## config.mk

```make
export PLATFORM = sky130hd
export DESIGN_NAME = mux16_rr_arbiter_flat
export DESIGN_NICKNAME = d
export VERILOG_FILES = /design/src/rtl/mux16_rr_arbiter_if.sv /design/src/rtl/mux16_rr_arbiter.sv /design/src/flat_wrapper.sv
export SDC_FILE = /design/constraint.sdc
export NUM_CORES = 1
export LEC_CHECK = 0
export ABC_CLOCK_PERIOD_IN_PS = 9700
export BUFFER_PORTS_ARGS = -buffer_cell sky130_fd_sc_hd__buf_4
export CORE_UTILIZATION = 35
export CTS_CLUSTER_SIZE = 14
export DETAILED_ROUTE_END_ITERATION = 10
export GPL_TIMING_DRIVEN = 0
export PLACE_DENSITY = 0.53
export SLEW_MARGIN = 25
export SYNTH_ARGS = -nofsm -noshare
export SYNTH_HDL_FRONTEND = slang
export SYNTH_SLANG_ARGS = --single-unit
```

## constraint.sdc

```tcl
create_clock -name clk -period 9.7 [get_ports clk]
set_input_delay 1.455 -clock clk [delete_from_list [all_inputs] [get_ports clk]]
set_output_delay 1.455 -clock clk [all_outputs]
set_load 0.03 [all_outputs]
```

## src/rtl/mux16_rr_arbiter_if.sv

```systemverilog
// Request/grant bundle between the 16 requesters and the shared-mux arbiter.
// xfer_release is the owner's end-of-transfer strobe ("release" is a reserved word in SystemVerilog).
interface mux16_rr_arbiter_if;
    logic [15:0] req;
    logic        xfer_release;
    logic        grant_valid;
    logic [3:0]  grant_sel;
    logic [15:0] grant_onehot;
    logic        timeout;

    modport master (
        input  req,
        input  xfer_release,
        output grant_valid,
        output grant_sel,
        output grant_onehot,
        output timeout
    );

    modport slave (
        output req,
        output xfer_release,
        input  grant_valid,
        input  grant_sel,
        input  grant_onehot,
        input  timeout
    );
endinterface

```

## src/rtl/mux16_rr_arbiter.sv

```systemverilog
// Round-robin arbiter for a shared 16:1 mux; grants are held up to MAX_HOLD cycles. Optional ARB_PRIO0_EN makes requester 0 strict-priority.
// Latency: one cycle from req to grant_valid; back-to-back regrant at transfer end when another requester is waiting.
// Backpressure: none; the owner keeps the grant until release, request drop or hold-time expiry.
module mux16_rr_arbiter #(
    parameter int MAX_HOLD = 8,
    parameter int CNT_W    = 8
) (
    input  logic               clk,
    input  logic               reset,
    mux16_rr_arbiter_if.master bus
);

    typedef enum logic {IDLE, GRANT} state_t;

    state_t             state_q, state_d;
    logic [3:0]         ptr_q, ptr_d;
    logic [3:0]         sel_q, sel_d;
    logic [CNT_W-1:0]   hold_q, hold_d;
    logic               valid_q, valid_d;
    logic [15:0]        onehot_q, onehot_d;
    logic               timeout_q, timeout_d;
    logic               xfer_end;
    logic [15:0]        masked;
    logic [4:0]         pick;

    // Returns {hit, index} of the first set bit scanning start, start+1, ... mod 16.
    function automatic logic [4:0] rr_pick(input logic [15:0] r, input logic [3:0] start);
        logic [4:0] res;
        logic [3:0] idx;
        res = '0;
        for (int k = 15; k >= 0; k--) begin
            idx = start + 4'(k);
            if (r[idx]) res = {1'b1, idx};
        end
`ifdef ARB_PRIO0_EN
        if (r[0]) res = 5'b1_0000;
`endif
        return res;
    endfunction

    always_comb begin
        state_d   = state_q;
        ptr_d     = ptr_q;
        sel_d     = sel_q;
        hold_d    = hold_q;
        timeout_d = 1'b0;
        xfer_end  = 1'b0;
        masked    = '0;
        pick      = '0;
        case (state_q)
            IDLE: begin
                pick = rr_pick(bus.req, ptr_q);
                if (pick[4]) begin
                    state_d = GRANT;
                    sel_d   = pick[3:0];
                    hold_d  = '0;
                end
            end
            GRANT: begin
                xfer_end = bus.xfer_release | ~bus.req[sel_q] |
                           (hold_q == CNT_W'(MAX_HOLD - 1));
                if (!xfer_end) begin
                    hold_d = hold_q + CNT_W'(1);
                end else begin
                    ptr_d = sel_q + 4'd1;
`ifdef ARB_PRIO0_EN
                    // Requester 0 must not disturb the rotation of the others.
                    if (sel_q == 4'd0) ptr_d = ptr_q;
`endif
                    timeout_d = ~bus.xfer_release & bus.req[sel_q];
                    // The ending owner is masked so a timed-out requester cannot re-win immediately.
                    masked = bus.req & ~(16'd1 << sel_q);
                    pick   = rr_pick(masked, ptr_d);
                    hold_d = '0;
                    if (pick[4]) begin
                        sel_d = pick[3:0];
                    end else begin
                        state_d = IDLE;
                        sel_d   = 4'd0;
                    end
                end
            end
            default: begin
                state_d = IDLE;
                sel_d   = 4'd0;
                hold_d  = '0;
            end
        endcase
        valid_d  = (state_d == GRANT);
        onehot_d = valid_d ? (16'd1 << sel_d) : 16'd0;
    end

    always_ff @(posedge clk or posedge reset) begin
        if (reset) begin
            state_q   <= IDLE;
            ptr_q     <= 4'd0;
            sel_q     <= 4'd0;
            hold_q    <= '0;
            valid_q   <= 1'b0;
            onehot_q  <= 16'd0;
            timeout_q <= 1'b0;
        end else begin
            state_q   <= state_d;
            ptr_q     <= ptr_d;
            sel_q     <= sel_d;
            hold_q    <= hold_d;
            valid_q   <= valid_d;
            onehot_q  <= onehot_d;
            timeout_q <= timeout_d;
        end
    end

    assign bus.grant_valid  = valid_q;
    assign bus.grant_sel    = sel_q;
    assign bus.grant_onehot = onehot_q;
    assign bus.timeout      = timeout_q;

endmodule
```

## src/flat_wrapper.sv

```systemverilog
// flat-port wrapper written by rule: the top's interface ports become plain ports
module mux16_rr_arbiter_flat 
#(
    parameter int MAX_HOLD = 8,
    parameter int CNT_W    = 8
)
  (clk, reset, bus_req, bus_xfer_release, bus_grant_valid, bus_grant_sel, bus_grant_onehot, bus_timeout);
  mux16_rr_arbiter_if bus_i ();
  input  logic clk;
  input  logic reset;
  input wire logic [$bits(bus_i.req)-1:0] bus_req;
  input wire logic [$bits(bus_i.xfer_release)-1:0] bus_xfer_release;
  output wire logic [$bits(bus_i.grant_valid)-1:0] bus_grant_valid;
  output wire logic [$bits(bus_i.grant_sel)-1:0] bus_grant_sel;
  output wire logic [$bits(bus_i.grant_onehot)-1:0] bus_grant_onehot;
  output wire logic [$bits(bus_i.timeout)-1:0] bus_timeout;
  assign bus_i.req = bus_req;
  assign bus_i.xfer_release = bus_xfer_release;
  assign bus_grant_valid = bus_i.grant_valid;
  assign bus_grant_sel = bus_i.grant_sel;
  assign bus_grant_onehot = bus_i.grant_onehot;
  assign bus_timeout = bus_i.timeout;
  mux16_rr_arbiter #(.MAX_HOLD(MAX_HOLD), .CNT_W(CNT_W)) u_core (.clk(clk), .reset(reset), .bus(bus_i));
endmodule
```

Word-level counts from Yosys, hierarchy flattened
Cells that the tools add are included.
{"block": "totals", "in_bits": 19, "ff_bits": 34, "out_inout_bits": 22, "word_cells": 199}
{"block": "classes", "n_reduce_logical": 1, "order_cmp": 33, "n_shift": 2, "n_mux": 115, "n_eq_ne": 2, "n_addsub": 32, "n_bitwise": 8}
{"op": "$mux W5", "n": 35}
{"op": "$lt A4 B5 Y1 const B", "n": 33}
{"op": "$bmux W1 S4", "n": 33}
{"op": "$add A4 B4 Y4 const B", "n": 16}
{"op": "$mux W1", "n": 38}
{"op": "$add A4 B3 Y4 const B", "n": 8}
{"op": "$shl A1 B4 Y16 const A", "n": 2}
{"op": "$add A4 B2 Y4 const B", "n": 4}
{"op": "$and A16 B16 Y16", "n": 1}
{"op": "$mux W16", "n": 1}
{"op": "$mux W8", "n": 2}
{"op": "$not A16 Y16", "n": 1}
{"op": "$pmux W8 S2", "n": 1}
{"op": "$add A4 B1 Y4 const B", "n": 3}
{"op": "$mux W4", "n": 3}
{"op": "$add A8 B1 Y8 const B", "n": 1}
{"op": "$eq A8 B3 Y1 const B", "n": 1}
{"op": "$pmux W4 S2", "n": 1}
{"op": "$not A1 Y1", "n": 3}
{"op": "$ne A2 B2 Y1 const B", "n": 1}
{"op": "$or A1 B1 Y1", "n": 2}
{"op": "$pmux W1 S2", "n": 1}
{"op": "$reduce_and A2 Y1", "n": 1}
{"op": "$and A1 B1 Y1", "n": 1}

Depth between registers and ports, before layout
Gate-level depths: netlist of run 1.
{"block": "depth", "depth_word": 28, "ltp_mapped": 22, "depth_no_buf": 15}

Least setup slack after synthesis of run 1
Ideal clock, no wire load.
{"block": "synth_path", "path_kind": "reg-to-reg", "start": "register u_core.sel_q[0], in the netlist u_core.bus.grant_sel[0]", "end": "register u_core.onehot_q[13], in the netlist u_core.bus.grant_onehot[13]", "slack_ns": 4.017, "synth_period_minus_slack_ns": 5.683, "arrival_ns": 5.559, "path_stages_with_launch": 22, "n_path_buf": 7, "path_cell_list": "dfrtp_1 > buf_2 > clkbuf_1 > buf_2 > clkinv_1 > ha_1 > buf_2 > inv_2 > clkbuf_1 > ha_1 > buf_1 > mux4_2 > mux2i_1 > nor2_1 > a21o_1 > a311oi_1 > o2111ai_1 > and4b_1 > o311ai_1 > o311ai_2 > buf_8 > nor3b_2"}
{"block": "synth_between", "elab_chain_cells": 28, "elab_cells_between_ends": 83}
{"element": "start, declared", "line_no": "mux16_rr_arbiter.sv:17", "rtl": "logic [3:0] sel_q, sel_d;"}
{"element": "start signal, assigned", "line_no": "mux16_rr_arbiter.sv:105", "rtl": "sel_q <= sel_d;"}
{"element": "parallel branches: the longest is 25 deep, another holds $add A4 B1 Y4"}
{"element": "$pmux W4 S2 *", "line_no": "mux16_rr_arbiter.sv:50", "rtl": "case (state_q)"}
{"element": "named net u_core.sel_d[0]", "line_no": "mux16_rr_arbiter.sv:17"}
{"element": "$shl A1 B4 Y16 *", "line_no": "mux16_rr_arbiter.sv:90", "rtl": "onehot_d = valid_d ? (16'd1 << sel_d) : 16'd0;"}
{"element": "$mux W16 *", "line_no": "mux16_rr_arbiter.sv:90"}
{"element": "named net u_core.onehot_d[13]", "line_no": "mux16_rr_arbiter.sv:20", "rtl": "logic [15:0] onehot_q, onehot_d;"}
{"element": "end signal, assigned", "line_no": "mux16_rr_arbiter.sv:108", "rtl": "onehot_q <= onehot_d;"}
{"element": "end, declared", "line_no": "mux16_rr_arbiter.sv:20"}
Mark *: on every way through the listed nets, which the timed path passes. The select of a mux whose other input is x is not followed.
A chain may end at the register's enable or synchronous reset.

Final worst setup path of run 1
{"block": "layout_path", "start": "register u_core.sel_q[0], in the netlist u_core.bus.grant_sel[0]", "end": "register u_core.onehot_q[15], in the netlist u_core.bus.grant_onehot[15]"}
{"block": "layout_between", "elab_chain_cells": 28, "elab_cells_between_ends": 83}
{"element": "parallel branches: the longest is 24 deep, another holds $add A4 B1 Y4"}
{"element": "$mux W4 *", "line_no": "mux16_rr_arbiter.sv:62", "rtl": "if (!xfer_end) begin"}
{"element": "$pmux W4 S2 *", "line_no": "mux16_rr_arbiter.sv:50"}
{"element": "named net u_core.sel_d[2]", "line_no": "mux16_rr_arbiter.sv:17"}
{"element": "$shl A1 B4 Y16 *", "line_no": "mux16_rr_arbiter.sv:90"}
{"element": "$mux W16 *", "line_no": "mux16_rr_arbiter.sv:90"}
{"element": "named net u_core.onehot_d[15]", "line_no": "mux16_rr_arbiter.sv:20"}
Marks and branches as above.

==> summary.md, run 1 <==
| Metric | Value |
|---|---|
| Slowest cell on crit path | `mux4_2` |
| Clk_lat worst skew | `270 ps` |
| Input/output buffers | `40` |
| DRT iter0 DRCs | `800` |
| Final Slew Violations | `0` |
| Final worst-path cycle share | `77.82%` |
| Clk slew on worst S/H paths | `50 ps` |
| Diodes inserted | `0` |
| Die ar. | `19710 µm²` |
| Most used DFF post-synth | `dfrtp_1` |
| CP delay by family, top | `buffers and inverters` |
| Number of max-cap violations | `0` |
| Met3 routed WL | `2003 µm` |
| Drt pass-1 iters | `5` |
| Asr flop ratio synth | `100.0%` |
| EDFF count, synth | `0` |
| Die Y | `140.4 µm` |
| Root Driver | `clkbuf_16` |
| DP HPWL | `18870 µm` |
| YS warnings | `0` |
| Syn-to-layout area delta | `11.44%` |
| Seq/Total Area, Yosys | `12.69%` |
| Status | `finished, final reports clean` |
| Post-CTS Setup Bufs | `0` |
| Worst-path fanout max | `12` |
| Vias in the first global route | `6647` |
| Num rows | `50` |
| Hold-fix buffers, CTS | `0` |
| Commonest cells after routing, fill and taps aside | `nand2_1 (88), nor2_1 (52), mux4_2 (48)` |
| Setup crit end kind | `flop` |
| Fill count | `1939` |
| Grt total ovfl | `0` |
| Post-CTS sizing | `0` |
| Fin crit period | `7549 ps` |
| CP peak stage delay | `590 ps` |
| Tot GR Track Use | `24.93%` |
| Avg WL per Cell | `22.47 µm` |
| Drt total wl | `24600 µm` |
| CTS Sinks | `34` |
| Mapped Area | `6703 µm²` |
| Syn nets | `851` |
| Clk_skew | `4.236 ps` |
| Final net count | `898` |
| Layout cells sized above 1 | `19.63%` |
| Final hold vios | `0` |
| CTS tree | `done` |
| Core Region | `18770 µm²` |
| Number of CTS-inserted buffers | `5` |
| Synth cell types | `88` |
| Global-route wire length before repair | `38330 µm` |
| Worst Hold Depth | `1` |
| Routability cong. | `0.9366` |
| Clk buf depth | `2` |
| Worst EP required | `9870 ps` |
| Slew @ Worst Pin | `950.4 ps` |
| Critical path class | `reg2reg` |
| Met1 WL | `10670 µm` |
| DR top layer | `met4` |
| Crit path DAT | `7720 ps` |
| Vias per cell | `6.493` |
| Max Freq | `132.5 MHz` |
| Hold crit path type | `reg2reg` |
| Via Count | `7110` |
| Synth Register Bits | `34` |
| Starting Density | `35.71%` |
| CP startpoint kind | `flop` |
| Die Wd | `140.4 µm` |
| Met2 wire len | `11200 µm` |
| Io pins | `41` |
| RSZ-0062 raised after global routing | `no` |
| Largest net degree at the start of global routing | `35` |
| CP bufs+invs | `8` |
| Cell repeated most along the worst path | `buf_2` |
| Mapped Cells | `813` |
| Syn_area_per_cell | `8.244 µm²` |
| Final setup viols | `0` |
| Slew HR | `36.26%` |
| Final ANT Viol Nets | `0` |
| Initial antenna violation count | `0` |
| Commonest non-fill, non-tap cell in the layout | `nand2_1` |
| R2r worst-path depth | `21` |
| Final setup TNS | `0 ps` |
| Post-route DRC | `0` |
| H-tree depth | `2` |
| Critical Path Stages | `21` |
| CP Cell Sequence | `buf_2 -> clkbuf_1 -> buf_2 -> clkinv_1 -> ha_1 -> buf_2 -> inv_2 -> clkbuf_1 -> ha_1 -> buf_1 -> mux4_2 -> mux2i_1 -> nor2_1 -> a21oi_1 -> nor2_1 -> a2111o_1 -> a211oi_1 -> o21ai_1 -> o311ai_1 -> nand2_2 -> nor3b_1` |
-- final cells by class --
type	count	area (µm²)	share of cell area, %
timing repair buffer	40	300.3	4.020
sequential	34	850.8	11.39
clock inverter	2	12.51	0.1675
inverter	23	86.33	1.156
multi-input combinational	691	5498	73.60
tap	234	292.8	3.920
buffer	65	290.3	3.886
clock buffer	6	138.9	1.859
-- path summary, 6_finish.rpt --
| path | from | slack, ps | end |
|---|---|---|---|
| max | u_core.bus.grant_sel[0] | 2150 | u_core.bus.grant_onehot[15] |
| min | u_core.hold_q[7] | 500 | u_core.hold_q[7] |
| max reg2reg | u_core.bus.grant_sel[0] | 2150 | u_core.bus.grant_onehot[15] |
| min reg2reg | u_core.hold_q[7] | 500 | u_core.hold_q[7] |
| max in group asynchronous | reset | 7940 | u_core.bus.grant_onehot[10] |
| min in group asynchronous | reset | 1300 | u_core.bus.grant_onehot[7] |
-- cells by family (layout without fill, tap and decap cells) --
family,count (synthesis),in the layout,share of synthesized area (%)
AO/OA/AOI/OAI,241,241,25.31
XOR/XNOR,28,28,4.069
adder cells (fa/ha/maj),19,19,3.547
buffers and inverters,88,136,5.619
flip-flops,34,34,12.69
multiplexers,116,116,26.71
AND/OR/NAND/NOR,287,287,22.05
-- cells in the mapped netlist, types with 11 or more instances --
cell type	instances	share of area, %
mux2_2	23	3.9
nand3_1	25	1.9
buf_2	16	1.2
nor4_1	11	1.0
o22ai_1	12	1.1
a21oi_1	45	3.4
nor3_1	22	1.6
ha_1	19	3.5
o21ai_0	46	3.4
clkbuf_1	42	2.4
nand2_1	88	4.9
nor2b_1	15	1.4
mux4_2	48	16
mux2i_1	45	6.7
a211oi_1	14	1.6
inv_1	14	0.78
nor2_1	52	2.9
dfrtp_1	34	13
xnor2_1	17	2.2
-- per-layer routing --
| layer | track usage (%) | vias to the layer above |
|---|---|---|
| li1 | - | 3240 |
| met1 | 33.94 | 3441 |
| met2 | 39.58 | 379 |
| met3 | 4.342 | 50 |
| met4 | 8.849 | 0 |
| met5 | 0 | - |
-- state kept, by name (all words and copies together), names as in the netlist --
signal,count
u_core.bus.grant_sel,4
u_core.state_q,1
u_core.bus.timeout,1
u_core.hold_q,8
u_core.bus.grant_onehot,16
u_core.ptr_q,4
-- worst register-to-register path, stage by stage (launching register included) --
cell and delay [ps]:
dfrtp_1 580, buf_2 350, clkbuf_1 410, buf_2 340
clkinv_1 450, ha_1 510, buf_2 220, inv_2 210
clkbuf_1 570, ha_1 240, buf_1 570, mux4_2 600
mux2i_1 290, nor2_1 150, a21oi_1 150, nor2_1 70
a2111o_1 370, a211oi_1 220, o21ai_1 140, o311ai_1 450
nand2_2 250, nor3b_1 310
-- through the flow --
stage	std cells	area (µm²)	utilization [%]	hold slack, ps	setup slack, ps
finish	1095	7470	39.80	498.5	2151
global route	1095	7470	39.80	523.6	1685
CTS	1095	7462	39.76	495.7	2280
detailed placement	1087	7311	38.95	488.9	2305
global placement	1087	7296	38.87	483.3	2248
floorplan	813	6703	-	452.2	4017
Power of run 1 is left out: the tool's default activity adds up to more than one toggle a clock period on the data nets, which glitch-free logic cannot reach.
==> run 2: changes to the inputs <==
--- a/config.mk
+++ b/config.mk
@@ -5,7 +5,8 @@
 export SDC_FILE = /design/constraint.sdc
 export NUM_CORES = 1
 export LEC_CHECK = 0
-export ABC_CLOCK_PERIOD_IN_PS = 9700
+export ABC_AREA = 1
+export ABC_CLOCK_PERIOD_IN_PS = 7500
 export BUFFER_PORTS_ARGS = -buffer_cell sky130_fd_sc_hd__buf_4
 export CORE_UTILIZATION = 35
 export CTS_CLUSTER_SIZE = 14
==> constraint.sdc (replaced) <==
create_clock -name clk -period 7.5 [get_ports clk]
set_input_delay 1.125 -clock clk [delete_from_list [all_inputs] [get_ports clk]]
set_output_delay 1.125 -clock clk [all_outputs]
set_load 0.03 [all_outputs]
==> run 2 against run 1 <==
Against the previous run:
- synthesized cell count rose by 17%
- via count down 12%
- critical path type unchanged
- die area down 20%
- highest routed layer unchanged
- area after synthesis shrank 20%
==> summary.md, run 2 <==
| Metric | Value |
|---|---|
| DP HPWL | `14630 µm` |
| Layout cells sized above 1 | `12.56%` |
| Clk_skew | `4.881 ps` |
| Crit path DAT | `5190 ps` |
| Drt total wl | `18550 µm` |
| Vias in the first global route | `5676` |
| Yosys top cell area share | `24.11%` |
| CTS Sinks | `34` |
| Commonest non-fill, non-tap cell in the layout | `nand2_1` |
| Vias per cell | `5.256` |
| Post-route DRC | `0` |
| Routability cong. | `0.8973` |
| Fin crit period | `5053 ps` |
| Synth cell types | `49` |
| Synth cell count leaders | `nand2_1 (345), nand3_1 (146), inv_1 (99), nor2_1 (65), a21oi_1 (60)` |
| Syn-to-layout area delta | `12.91%` |
| Fill count | `1643` |
| Hold crit path type | `reg2reg` |
| Final ANT Viol Nets | `0` |
| Drt pass-1 iters | `6` |
| RSZ-0062 raised after global routing | `no` |
| Most used DFF post-synth | `dfrtp_1` |
| Die ar. | `15840 µm²` |
| Diodes inserted | `0` |
| Clk buf depth | `2` |
| Most common cell in the netlist | `nand2_1` |
| Post-CTS sizing | `0` |
| Critical path class | `reg2reg` |
| Avg WL per Cell | `15.63 µm` |
| Initial antenna violation count | `0` |
| Mapped Area | `5370 µm²` |
| CTS tree | `done` |
| Tot GR Track Use | `23.86%` |
| R2R Setup Slk | `2450 ps` |
| Grt total ovfl | `0` |
| Input/output buffers | `40` |
| Number of max-cap violations | `0` |
| Largest net degree at the start of global routing | `35` |
| Number of CTS-inserted buffers | `5` |
| Core Region | `14750 µm²` |
| Worst EP required | `7640 ps` |
| CP Cell Sequence | `buf_6 -> inv_2 -> buf_4 -> buf_2 -> ha_1 -> buf_6 -> inv_1 -> buf_2 -> ha_1 -> inv_1 -> nand3_1 -> nand2_1 -> a21oi_1 -> nand4_1 -> nor4_1 -> nand4_1 -> nand2_1 -> nor2_1 -> nand2_1 -> nand2_1 -> nand3_1 -> nor2_1` |
| Clk_lat worst skew | `270 ps` |
| Via Count | `6239` |
| DRT iter0 DRCs | `458` |
| Mapped Cells | `955` |
| FF-to-FF End | `u_core.bus.grant_onehot[10]` |
| Final Slew Violations | `0` |
| Worst-path fanout max | `12` |
| Seq/Total Area, Yosys | `15.84%` |
| Final worst-path cycle share | `67.37%` |
| Slew HR | `52.73%` |
| CP endpoint | `u_core.bus.grant_onehot[10]` |
| Synth Register Bits | `34` |
| Die Y | `125.9 µm` |
| Global-route wire length before repair | `30280 µm` |
| Max Freq | `197.9 MHz` |
| Final hold vios | `0` |
| Io pins | `41` |
| R2r worst-path depth | `22` |
| Worst setup path start | `u_core.bus.grant_sel[0]` |
| Hold-fix buffers, CTS | `0` |
| Starting Density | `36.40%` |
| Synth top area cells | `nand2_1 (24%), dfrtp_1 (16%), nand3_1 (14%)` |
| Max FFs per register | `16` |
| Asr flop ratio synth | `100.0%` |
| Slowest cell on crit path | `dfrtp_1` |
| EDFF count, synth | `0` |
| Root Driver | `clkbuf_16` |
| Met2 Track Usage GR | `37.42%` |
| Start of the worst register-to-register path | `u_core.bus.grant_sel[0]` |
| Syn nets | `993` |
| CP peak stage delay | `470 ps` |
| Final setup TNS | `0 ps` |
| Slew @ Worst Pin | `708.1 ps` |
| CP startpoint kind | `flop` |
| Num rows | `44` |
| Setup crit end kind | `flop` |
| Final setup viols | `0` |
| YS warnings | `0` |
| Final net count | `1040` |
| Status | `finished, final reports clean` |
| M3 GR Usage | `2.209%` |
| Cell repeated most along the worst path | `nand2_1` |
| H-tree depth | `2` |
| Commonest cells after routing, fill and taps aside | `nand2_1 (345), nand3_1 (146), inv_1 (98)` |
| Die Wd | `125.9 µm` |
| Post-CTS Setup Bufs | `0` |
| Area leader, netlist | `nand2_1` |
| Met1 Use GR | `36.11%` |
| Most used routing layer | `met2` |
| Syn_area_per_cell | `5.623 µm²` |
| Clk slew on worst S/H paths | `50 ps` |
-- run 2: changes by cell type after synthesis, moves of 13 or more --
cell / delta
nand3_1: +121
a21oi_1: +15
nor2b_1: -15
mux4_2: -48
xnor2_1: -16
clkbuf_1: -41
nand2_1: +257
mux2i_1: -45
nor2_1: +13
nor3_1: -15
inv_1: +85
a211oi_1: -14
mux2_2: -23
-- run 2: final cells by class --
type	instances	area [µm²]	share of cell area, %
inverters	117	444.2	7.326
clock buffers	7	132.6	2.187
plain buffers	27	193.9	3.199
clock inverters	1	30.03	0.4953
multi-input cells	777	3881	64.01
well taps	184	230.2	3.797
flip-flops and latches	34	850.8	14.03
repair buffers	40	300.3	4.953
-- run 2: metal layers --
metal,routed length [µm],part of all wire [%]
met5,0,0
met4,123,0.66
met3,1126,6.1
met2,8078,44
met1,9220,50
-- run 2: worst max-delay path: cells and delay by family, from the launching register on --
kind | cells | cell delay, ps
and+or+nand+nor | 11 | 1590
buffers and inverters | 8 | 1730
DFF | 1 | 470
adders and majority gates | 2 | 710
AOI/OAI and AO/OA | 1 | 380
-- run 2: kinds of logic (layout without fill, tap and decap cells) --
| kind of cell | Yosys count | after routing | share of synthesized area, % |
|---|---|---|---|
| XOR/XNOR | 19 | 19 | 4.916 |
| adder cells (fa/ha/maj) | 19 | 19 | 4.427 |
| AND/OR/NAND/NOR | 598 | 598 | 48.18 |
| AO/OA/AOI/OAI | 141 | 141 | 14.75 |
| flip-flops | 34 | 34 | 15.84 |
| buffers and inverters | 144 | 192 | 11.88 |
-- run 2: worst min path at each step --
stage	startpoint	end	slack [ps]	depth (start not counted)
6_report	u_core.hold_q[7]	u_core.bus.timeout	540	3
3_5_place_dp	u_core.hold_q[7]	u_core.bus.timeout	520	3
3_3_place_gp	u_core.hold_q[7]	u_core.bus.timeout	520	3
4_1_cts	u_core.hold_q[7]	u_core.bus.timeout	540	3
5_1_grt	u_core.hold_q[7]	u_core.bus.timeout	580	3
2_1_floorplan	u_core.hold_q[0]	u_core.hold_q[0]	490	1
-- run 2: metrics by stage --
stage	hold slack [ps]	area, µm²	setup slack [ps]	util (%)	cells
after floorplan	488.4	5370	3479	-	955
after global placement	522.9	5901	2443	39.99	1179
after detailed placement	521.7	5901	2498	39.99	1179
after CTS	538.1	6063	2456	41.10	1187
after global routing	578.5	6063	2013	41.10	1187
final	539.9	6063	2447	41.10	1187
Power of run 2 is left out for the same reason.
==> run 3: changes to the inputs <==
--- a/config.mk
+++ b/config.mk
@@ -6,7 +6,7 @@
 export NUM_CORES = 1
 export LEC_CHECK = 0
 export ABC_AREA = 1
-export ABC_CLOCK_PERIOD_IN_PS = 7500
+export ABC_CLOCK_PERIOD_IN_PS = 4820
 export BUFFER_PORTS_ARGS = -buffer_cell sky130_fd_sc_hd__buf_4
 export CORE_UTILIZATION = 35
 export CTS_CLUSTER_SIZE = 14
==> constraint.sdc (replaced) <==
create_clock -name clk -period 4.82 [get_ports clk]
set_input_delay 0.723 -clock clk [delete_from_list [all_inputs] [get_ports clk]]
set_output_delay 0.723 -clock clk [all_outputs]
set_load 0.03 [all_outputs]
==> run 3 against run 2 <==
Against the previous run:
- die area did not move
- clock skew barely moved
- global-route usage rose by 0.064 points
- worst setup slack got worse by 2100 ps
- flip-flop and latch count did not move
- worst hold slack barely moved
- fmax rose by 14%
- first-iteration DRC count rose by 5.2%
- utilization rose by 0.80 points
- final cell count rose by 0.51%
- critical endpoint is now u_core.bus.grant_onehot[1]
==> summary.md, run 3 (synthesis results as in run 2) <==
| Metric | Value |
|---|---|
| Drt pass-1 iters | `7` |
| Clk_lat worst skew | `270 ps` |
| Final setup viols | `0` |
| RSZ-0062 raised after global routing | `no` |
| Io pins | `41` |
| CTS tree | `done` |
| Slew @ Worst Pin | `708.6 ps` |
| Global-route wire length before repair | `30390 µm` |
| Core Region | `14750 µm²` |
| Hold crit path type | `reg2reg` |
| Clk buf depth | `2` |
| Syn-to-layout area delta | `15.10%` |
| H-tree depth | `2` |
| Clk_skew | `5.058 ps` |
| Largest net degree at the start of global routing | `35` |
| Avg WL per Cell | `15.61 µm` |
| DP HPWL | `14630 µm` |
| Vias in the first global route | `5695` |
| Commonest non-fill, non-tap cell in the layout | `nand2_1` |
| Num rows | `44` |
| Critical path class | `reg2reg` |
| Via Count | `6235` |
| Final net count | `1046` |
| Hold-fix buffers, CTS | `0` |
| Routability cong. | `0.8973` |
| Final ANT Viol Nets | `0` |
| Number of max-cap violations | `0` |
| Starting Density | `36.40%` |
| Layout cells sized above 1 | `14.27%` |
| CTS Sinks | `34` |
| Die ar. | `15840 µm²` |
| Drt total wl | `18620 µm` |
| Max Freq | `225.6 MHz` |
| Max FFs per register | `16` |
| Root Driver | `clkbuf_16` |
| Tot GR Track Use | `23.92%` |
| Diodes inserted | `0` |
| Die Wd | `125.9 µm` |
| Setup crit end kind | `flop` |
| Fill count | `1638` |
| Final worst-path cycle share | `91.95%` |
| Final hold vios | `0` |
| CP startpoint kind | `flop` |
| Input/output buffers | `40` |
| Grt total ovfl | `0` |
| Fin crit period | `4432 ps` |
| Hold slack final | `539.8 ps` |
| Clk slew on worst S/H paths | `50 ps` |
| DRT iter0 DRCs | `482` |
| Crit path DAT | `4620 ps` |
| Commonest cells after routing, fill and taps aside | `nand2_1 (343), nand3_1 (145), inv_1 (95)` |
| Worst-path fanout max | `12` |
| Worst EP required | `5010 ps` |
| Initial antenna violation count | `0` |
| Vias per cell | `5.226` |
| Post-route DRC | `0` |
| Final Slew Violations | `0` |
| Slew HR | `52.69%` |
| Die Y | `125.9 µm` |
| Status | `finished, final reports clean` |
| Number of CTS-inserted buffers | `5` |
run 3: final cells by class:
cell class                      count  area (µm²)  area share, %
Inverter                          117       450.4          7.287
Multi-Input combinational cell    777        3916          63.36
Timing Repair Buffer               46       345.3          5.587
Clock inverter                      1       30.03         0.4858
Buffer                             27       222.7          3.603
Sequential cell                    34       853.3          13.81
Clock buffer                        7       132.6          2.146
Tap cell                          184       230.2          3.725
run 3: repair_timing:
item                       in CTS  in global routing
setup endpoints to repair      16                 21
buffers inserted                3                  3
pin swaps                       1                  0
resized for setup               6                 16
run 3: per-stage QoR:
step / cells / instance area [µm²] / setup TNS [ps] / util (%) / setup WS (ps)
2_1_floorplan: 955 / 5370 / 0 / - / 798.5
3_3_place_gp: 1179 / 5901 / -2989 / 39.99 / -236.7
3_5_place_dp: 1179 / 5901 / -2339 / 39.99 / -181.8
4_1_cts: 1190 / 6113 / 0 / 41.43 / 63.42
5_1_grt: 1193 / 6181 / 0 / 41.89 / 34.76
6_report: 1193 / 6181 / 0 / 41.89 / 387.9
run 3: worst paths after layout:
check | start | endpoint | slack (ps) | cells past startpoint
worst max-delay path | u_core.bus.grant_sel[0] | u_core.bus.grant_onehot[1] | 390 | 25
worst min register to register | u_core.hold_q[7] | u_core.bus.timeout | 540 | 3
min in group asynchronous | reset | u_core.bus.grant_onehot[4] | 570 | 2
max in group asynchronous | reset | u_core.bus.grant_sel[1] | 3740 | 2
worst max register to register | u_core.bus.grant_sel[0] | u_core.bus.grant_onehot[1] | 390 | 25
worst min-delay path | u_core.hold_q[7] | u_core.bus.timeout | 540 | 3
run 3: layer usage:
layer	vias to the layer above	GRT usage (%)	routed length, µm
met5	-	0	0
met4	0	2.906	153
met3	17	2.506	1117
met2	200	37.48	8103
met1	2822	36.06	9245
li1	3196	-	-
run 3: worst max-delay path: stages, from the launching register on:
cell and delay, ps:
dfrtp_2 450, buf_12 170, inv_4 70, buf_6 150
buf_6 160, ha_4 290, buf_6 160, clkinvlp_4 130
buf_8 170, ha_1 190, a21oi_1 180, xor2_1 320
inv_2 120, nand3_1 150, o21ai_2 130, nor3_1 200
nand4_1 140, nor4_2 170, nand4_1 210, nand2_2 160
nor2_1 50, nand2_1 60, nand2_1 80, nand2_1 110
nand2_2 130, nor3_2 170
Power of run 3 is left out for the same reason.
